--- src/rtl/aes_dec_control.sv ---
// Sequencing controller for the AES-256 decryption datapath: forward key expansion
// to the last round key, then inverse rounds with the round keys walked backwards.
module aes_dec_control #(
  parameter int NUM_ROUNDS = 14,
  parameter int CNT_W      = 4
) (
  input  logic             inClk,
  input  logic             inRstN,
  input  logic             inExtKeyWr,
  input  logic             inExtDataWr,
  output logic             outIntRoundRegExtWr,
  output logic             outIntRoundRegIntWr,
  output logic             outIntDataOutRegWr,
  output logic             outKeyExpFwd,
  output logic             outKeyExpRev,
  output logic             outKeySave,
  output logic             outKeyRestore,
  output logic             outLastRound,
  output logic [CNT_W-1:0] outRoundIdx,
  output logic             outKeyReady,
  output logic             outBusy,
  output logic [1:0]       outDbgState
);

  typedef enum logic [1:0] {IDLE = 2'd0, KEYEXP = 2'd1, DECRYPT = 2'd2} state_t;

  localparam logic [CNT_W-1:0] CNT_LAST = CNT_W'(NUM_ROUNDS);
  localparam logic [CNT_W-1:0] CNT_DEC0 = CNT_W'(NUM_ROUNDS - 1);
  localparam logic [CNT_W-1:0] CNT_ONE  = CNT_W'(1);

  state_t           state, state_nxt;
  logic [CNT_W-1:0] cnt, cnt_nxt;
  logic             key_valid, key_valid_nxt;

  logic             ext_wr, int_wr, out_wr, fwd, rev, save, restore, last;
  logic [CNT_W-1:0] idx;
  logic             busy;

  // Handshake: inExtKeyWr / inExtDataWr are single-cycle strobes sampled only in
  // IDLE; a data strobe is accepted only while the expanded key is valid, and a
  // key strobe in the same cycle wins. Both are ignored while busy.
  always_ff @(posedge inClk) begin
    if (!inRstN) begin
      state     <= IDLE;
      cnt       <= '0;
      key_valid <= 1'b0;
    end else begin
      state     <= state_nxt;
      cnt       <= cnt_nxt;
      key_valid <= key_valid_nxt;
    end
  end

  always_comb begin
    state_nxt     = state;
    cnt_nxt       = cnt;
    key_valid_nxt = key_valid;
    ext_wr        = 1'b0;
    int_wr        = 1'b0;
    out_wr        = 1'b0;
    fwd           = 1'b0;
    rev           = 1'b0;
    save          = 1'b0;
    restore       = 1'b0;
    last          = 1'b0;
    idx           = '0;
    busy          = 1'b0;
    case (state)
      IDLE: begin
        if (inExtKeyWr) begin
          key_valid_nxt = 1'b0;
          cnt_nxt       = CNT_ONE;
          state_nxt     = KEYEXP;
        end else if (inExtDataWr && key_valid) begin
          ext_wr    = 1'b1;
          cnt_nxt   = CNT_DEC0;
          state_nxt = DECRYPT;
        end
      end
      KEYEXP: begin
        busy = 1'b1;
        fwd  = 1'b1;
        idx  = cnt;
        if (cnt < CNT_LAST) begin
          cnt_nxt = cnt + CNT_ONE;
        end else begin
          save          = 1'b1;
          key_valid_nxt = 1'b1;
          cnt_nxt       = '0;
          state_nxt     = IDLE;
        end
      end
      DECRYPT: begin
        busy   = 1'b1;
        int_wr = 1'b1;
        rev    = 1'b1;
        idx    = cnt;
        if (cnt != '0) begin
          cnt_nxt = cnt - CNT_ONE;
        end else begin
          // Final inverse round: restore shares the cycle with the reverse step;
          // the key datapath gives restore priority.
          last      = 1'b1;
          out_wr    = 1'b1;
          restore   = 1'b1;
          state_nxt = IDLE;
        end
      end
      default: begin
        state_nxt = IDLE;
        cnt_nxt   = '0;
      end
    endcase
  end

  // Every output is forced low while reset is asserted.
  assign outIntRoundRegExtWr = inRstN & ext_wr;
  assign outIntRoundRegIntWr = inRstN & int_wr;
  assign outIntDataOutRegWr  = inRstN & out_wr;
  assign outKeyExpFwd        = inRstN & fwd;
  assign outKeyExpRev        = inRstN & rev;
  assign outKeySave          = inRstN & save;
  assign outKeyRestore       = inRstN & restore;
  assign outLastRound        = inRstN & last;
  assign outRoundIdx         = inRstN ? idx : '0;
  assign outKeyReady         = inRstN & key_valid;
  assign outBusy             = inRstN & busy;
  assign outDbgState         = inRstN ? state : 2'b00;

endmodule

--- config.mk ---
export PLATFORM = sky130hd
export DESIGN_NAME = aes_dec_control
export DESIGN_NICKNAME = d
export VERILOG_FILES = /design/src/rtl/aes_dec_control.sv
export SDC_FILE = /design/constraint.sdc
export NUM_CORES = 1
export LEC_CHECK = 0
export BUFFER_PORTS_ARGS = -buffer_cell sky130_fd_sc_hd__buf_4
export CAP_MARGIN = 20
export CORE_UTILIZATION = 50
export CTS_CLUSTER_SIZE = 40
export DETAILED_ROUTE_END_ITERATION = 10
export PLACE_DENSITY_LB_ADDON = 0.08
export SETUP_SLACK_MARGIN = 0.1
export SYNTH_ARGS = -nofsm -noshare
export SYNTH_HDL_FRONTEND = slang
export SYNTH_SLANG_ARGS = --single-unit
--- constraint.sdc ---
create_clock -name inClk -period 4.9 [get_ports inClk]
set_clock_uncertainty 0.1 [all_clocks]
set_input_delay 0.49 -clock inClk [delete_from_list [all_inputs] [get_ports inClk]]
set_output_delay 0.49 -clock inClk [all_outputs]
set_load 0.01 [all_outputs]
After elaboration in Yosys (flattened, before gate mapping)
Cells that the tools add are included.
Widths: inputs -> output; s select.
- reduce and logical (&&, ||, !) cells: 8
- div/mod/pow operators: 0
- order comparisons: 1
- equal/unequal tests: 7
- $mul: 0
- muxes and demuxes: 26
- $add $sub $neg: 2
- bitwise logic cells: 7
- shift operators: 0
- operators by type and width (cell ; number):
    $mux 4 ; 6
    $mux 1 ; 12
    $pmux 4 s3 ; 1
    $mux 2 ; 5
    $ne 2x2->1 const B ; 4
    $and 1x1->1 ; 7
    $pmux 2 s3 ; 1
    $reduce_and 3->1 ; 2
    $add 4x1->4 const B ; 1
    $lt 4x4->1 const B ; 1
    $reduce_bool 4->1 ; 1
    $sub 4x1->4 const B ; 1
    $ne 3x3->1 const B ; 1
    $eq 2x1->1 const B ; 1
    $eq 2x2->1 const B ; 1
    $logic_not 2->1 ; 1
    $pmux 1 s2 ; 1
    $reduce_and 2->1 ; 1
    $reduce_bool 2->1 ; 1
    $reduce_or 2->1 ; 1
    $logic_and 1x1->1 ; 1
- bits in registers: 7
- bits in writable memories: 0
- memories kept: 0
- logic and storage cells: 54
- ROM bits: 0
- bits of input ports: 4
- output and inout bits: 16
- latch bits: 0

Logic depth before layout (Yosys ltp)
- depth in word-level cells: 5
- gate-level depth with buffers: 6
- depth with buffers taken out: 6

Worst setup path after synthesis
No wires, ideal clock.
- kind: register -> output
- start point: reg state[0]
- end point: out outKeyRestore
- buffers on the path: 1
- arrival: 1328 ps
- required time: 4310 ps
- slack: 2982 ps
- cell stages (with the launch flop): 6
- cells stage by stage: dfxtp_1 > inv_1 > ha_1 > nor4bb_2 > and2_1 > buf_4
- longest elaborated chain between the ends: 3
- RTL lines (what ; line ; RTL):
    from (decl) ; 31 ; state_t state, state_nxt;
    from (signal assigned) ; 48 ; state <= state_nxt;
    $eq 2x2->1 ; - ;
    $mux 1 ; - ;
    $and 1x1->1 ; - ;
    to (decl) ; 17 ; output logic outKeyRestore,
No other way between the ends.

Worst setup path in the final report
- start point: reg state[0]
- end point: out outIntDataOutRegWr
- longest elaborated chain between the ends: 3
- RTL lines (what ; line ; RTL):
    $eq 2x2->1 ; 68 ; case (state)
    $mux 1 ; 68 ;
    $and 1x1->1 ; 119 ; assign outIntDataOutRegWr = inRstN & out_wr;
    to (decl) ; 13 ; output logic outIntDataOutRegWr,
No other way between the ends.

==> metrics.csv <==
metric,value,unit
Core Area,0.00119,mm^2
FF-to-FF path depth,6,
"Remaining Overflow, GRT",0,
Detail Placement HPWL,1190,um
TritonCTS clock tree,yes,
part of the Yosys area used for sequential elements,20.6,%
number of levels in the clock H-tree,1,
Critical path buffers and inverters,2,
actual transition at the worst max-transition pin,352,ps
highest-count cells in the layout ignoring fill and taps,"sky130_fd_sc_hd__buf_4 (19), sky130_fd_sc_hd__nand2_1 (9), sky130_fd_sc_hd__inv_1 (7), sky130_fd_sc_hd__ha_1 (7), sky130_fd_sc_hd__dfxtp_1 (7)",
Placer Congestion,0.875,
share of the synthesized area in the top cell type,20.6,%
Hold Buf Count CTS,0,
Worst IR Drop VDD,0.337,mV
run status,completed,
global-route wire length before repair,2490,um
post-synthesis sequential element count,7,
Iteration-0 DRC Markers,18,
critical path endpoint category,output pin,
series of cell instances along the critical path,inv_1 > ha_1 > nor4bb_2 > and2_1 > buf_4,
antenna-violating nets left,0,
share of layout cells above drive strength 1,38.8,%
number of core rows,12,
total wirelength of the detailed-routed design,1540,um
total power,0.000360,W
maximum fanout along the worst path,6,
worst hold path startpoint,key_valid,
data arrival at the endpoint of the critical path,1670,ps
number of CTS-inserted buffers,3,
setup repair after global routing missed its margin,no,
Post-route DRC,0,
final setup TNS,0,ps
reg-to-reg setup timing slack,3140,ps
clock slew at reported path FFs,60,ps
MaxCap Viol Count,0,
total I/O pin count,20,
clock latency of the later-clocked register in the worst-skew pair,250,ps
data required time at the worst endpoint,4310,ps
cell type group with the largest total delay on the critical path,simple AND/OR/NAND/NOR gates,
synthesis-to-layout area growth,22.1,%
initial standard-cell utilization of the core,57.3,%
syn avg cell area,8.49,um^2
peak per-stage delay on the critical path,390,ps
category of the most critical setup path,register to output pin,
multi-input combinational cell area,475,um^2
leading area contributor after synthesis,sky130_fd_sc_hd__dfxtp_1,
routed length per instance,13.7,um
number of slew-limit violations in the final report,0,
number of global-route vias before repair,548,
antenna violations before repair,0,
Die Span Y,38.9,um
final setup vio count,0,
clock sinks,7,
drt via density,5.80,
post-CTS setup buffer count,0,
FF-to-FF End,cnt[2],
end of the worst hold path,key_valid,
clock tree root buffer cell,sky130_fd_sc_hd__clkbuf_4,
GRT Util Overall,23.6,%
type of element launching the critical path,register,
number of distinct library cells after synthesis,37,
most frequent standard cell in the layout excluding fill and tap cells,sky130_fd_sc_hd__buf_4,
Synth area leaders,"sky130_fd_sc_hd__dfxtp_1 (21%), sky130_fd_sc_hd__ha_1 (13%), sky130_fd_sc_hd__nand2_1 (5.0%)",
worst hold-check slack,428,ps
instance count of the mapped netlist,80,
die outline area,0.00151,mm^2
time the worst path needs with I/O delays and setup,2260,ps
normalized max-slew margin,76.5,%
pin count of the biggest net entering global routing,19,
die width,38.9,um
number of warning messages in the yosys log,0,
number of detailed-routing iterations run before antenna repair,4,
via count,650,
Nets,110,
filler cell count,98,
type of the worst min-delay path,register to register,
leakage power of the design,0.413,nW
Crit-path slowest cell,sky130_fd_sc_hd__nor4bb_2,
diode count,0,
post-cts gate resize count,0,
worst r2r src,cnt[1],
storage element area,140,um^2
number of hold-slack violations in the final timing report,0,
worst hold path depth,2,
CTS Buffer Depth,2,
Final period util,46.1,%
power density cells,434,mW/mm^2
Syn Std Cell Area,679,um^2
IO Port Bufs,19,
net count after synthesis,91,
timing-limited maximum frequency,0.443,GHz
## logic make-up (layout without fill, tap and decap cells)
kind of cell | Yosys count | after routing | share of synthesized area, %
AND/OR/NAND/NOR | 34 | 34 | 30.8
AO/OA/AOI/OAI | 16 | 16 | 19.3
buffers and inverters | 12 | 30 | 9.39
adder cells (fa/ha/maj) | 7 | 7 | 12.9
flip-flops | 7 | 7 | 20.6
multiplexers | 4 | 4 | 7.00
## area by class of cell
class | count | area share (%)
Multi-Input combinational cell | 61 | 57.3
Clock buffer | 3 | 2.71
Sequential cell | 7 | 16.9
Timing Repair Buffer | 19 | 17.2
Tap cell | 14 | 2.11
Inverter | 7 | 3.17
Clock inverter | 1 | 0.603
## where the power goes
part	internal [W]	switching [W]	leakage, nW	total, W
clock network	0.0000299	0.0000234	0.0177	0.0000533
registers	0.0000741	0.0000304	0.0575	0.000105
logic	0.0000986	0.000103	0.338	0.000202
## flip-flops by register name, summed over array words and instances (netlist names)
signal and cells:
state 2, cnt 4, key_valid 1
## per-layer routing
metal	vias to the layer above	routed length, um	GRT usage [%]
li1	311	-	-
met1	303	693	31.1
met2	30	719	40.0
met3	6	101	1.73
met4	0	23	7.76
met5	-	0	0
## through the flow
step,worst slack (ps),area [um^2],util [%],instances
floorplan,2980,679,-,80
global route,2510,830,69.9,112
detailed placement,2920,802,67.6,108
finish,2640,830,69.9,112
global placement,3000,802,67.6,108
CTS,2650,830,69.9,112
## worst max-delay path by stage
stage | to | cells after the start | from | slack, ps
2_1_floorplan | outKeyRestore | 5 | state[0] | 2980
3_3_place_gp | outKeyRestore | 5 | state[0] | 3000
3_5_place_dp | outIntDataOutRegWr | 5 | state[0] | 2920
4_1_cts | outIntDataOutRegWr | 5 | state[0] | 2650
5_1_grt | outIntDataOutRegWr | 5 | state[0] | 2510
6_report | outIntDataOutRegWr | 5 | state[0] | 2640
## Yosys cell counts, drive strengths merged
master and n:
mux2 3, nand3b 1, o22ai 1, buf 4, ha 7, nand2 10, a21oi 4, nor2 3
o2bb2ai 2, and2b 1, and3 6, nand3 1, nor3 1, o21ai 1, inv 7, and2 5
nor3b 1, a21boi 1, a21o 1, dfxtp 7, clkbuf 1, o31a 1, nor4bb 1, o211ai 1
o32ai 1, mux2i 1, a221oi 1, a31oi 1, nand2b 2, nor2b 2, o2111a 1
## worst min-delay path, stage by stage, from the launching register on
cell and delay (ps):
sky130_fd_sc_hd__dfxtp_1 360, sky130_fd_sc_hd__a21oi_1 50, sky130_fd_sc_hd__nor2_1 80
(Power assumes the default switching activity.)
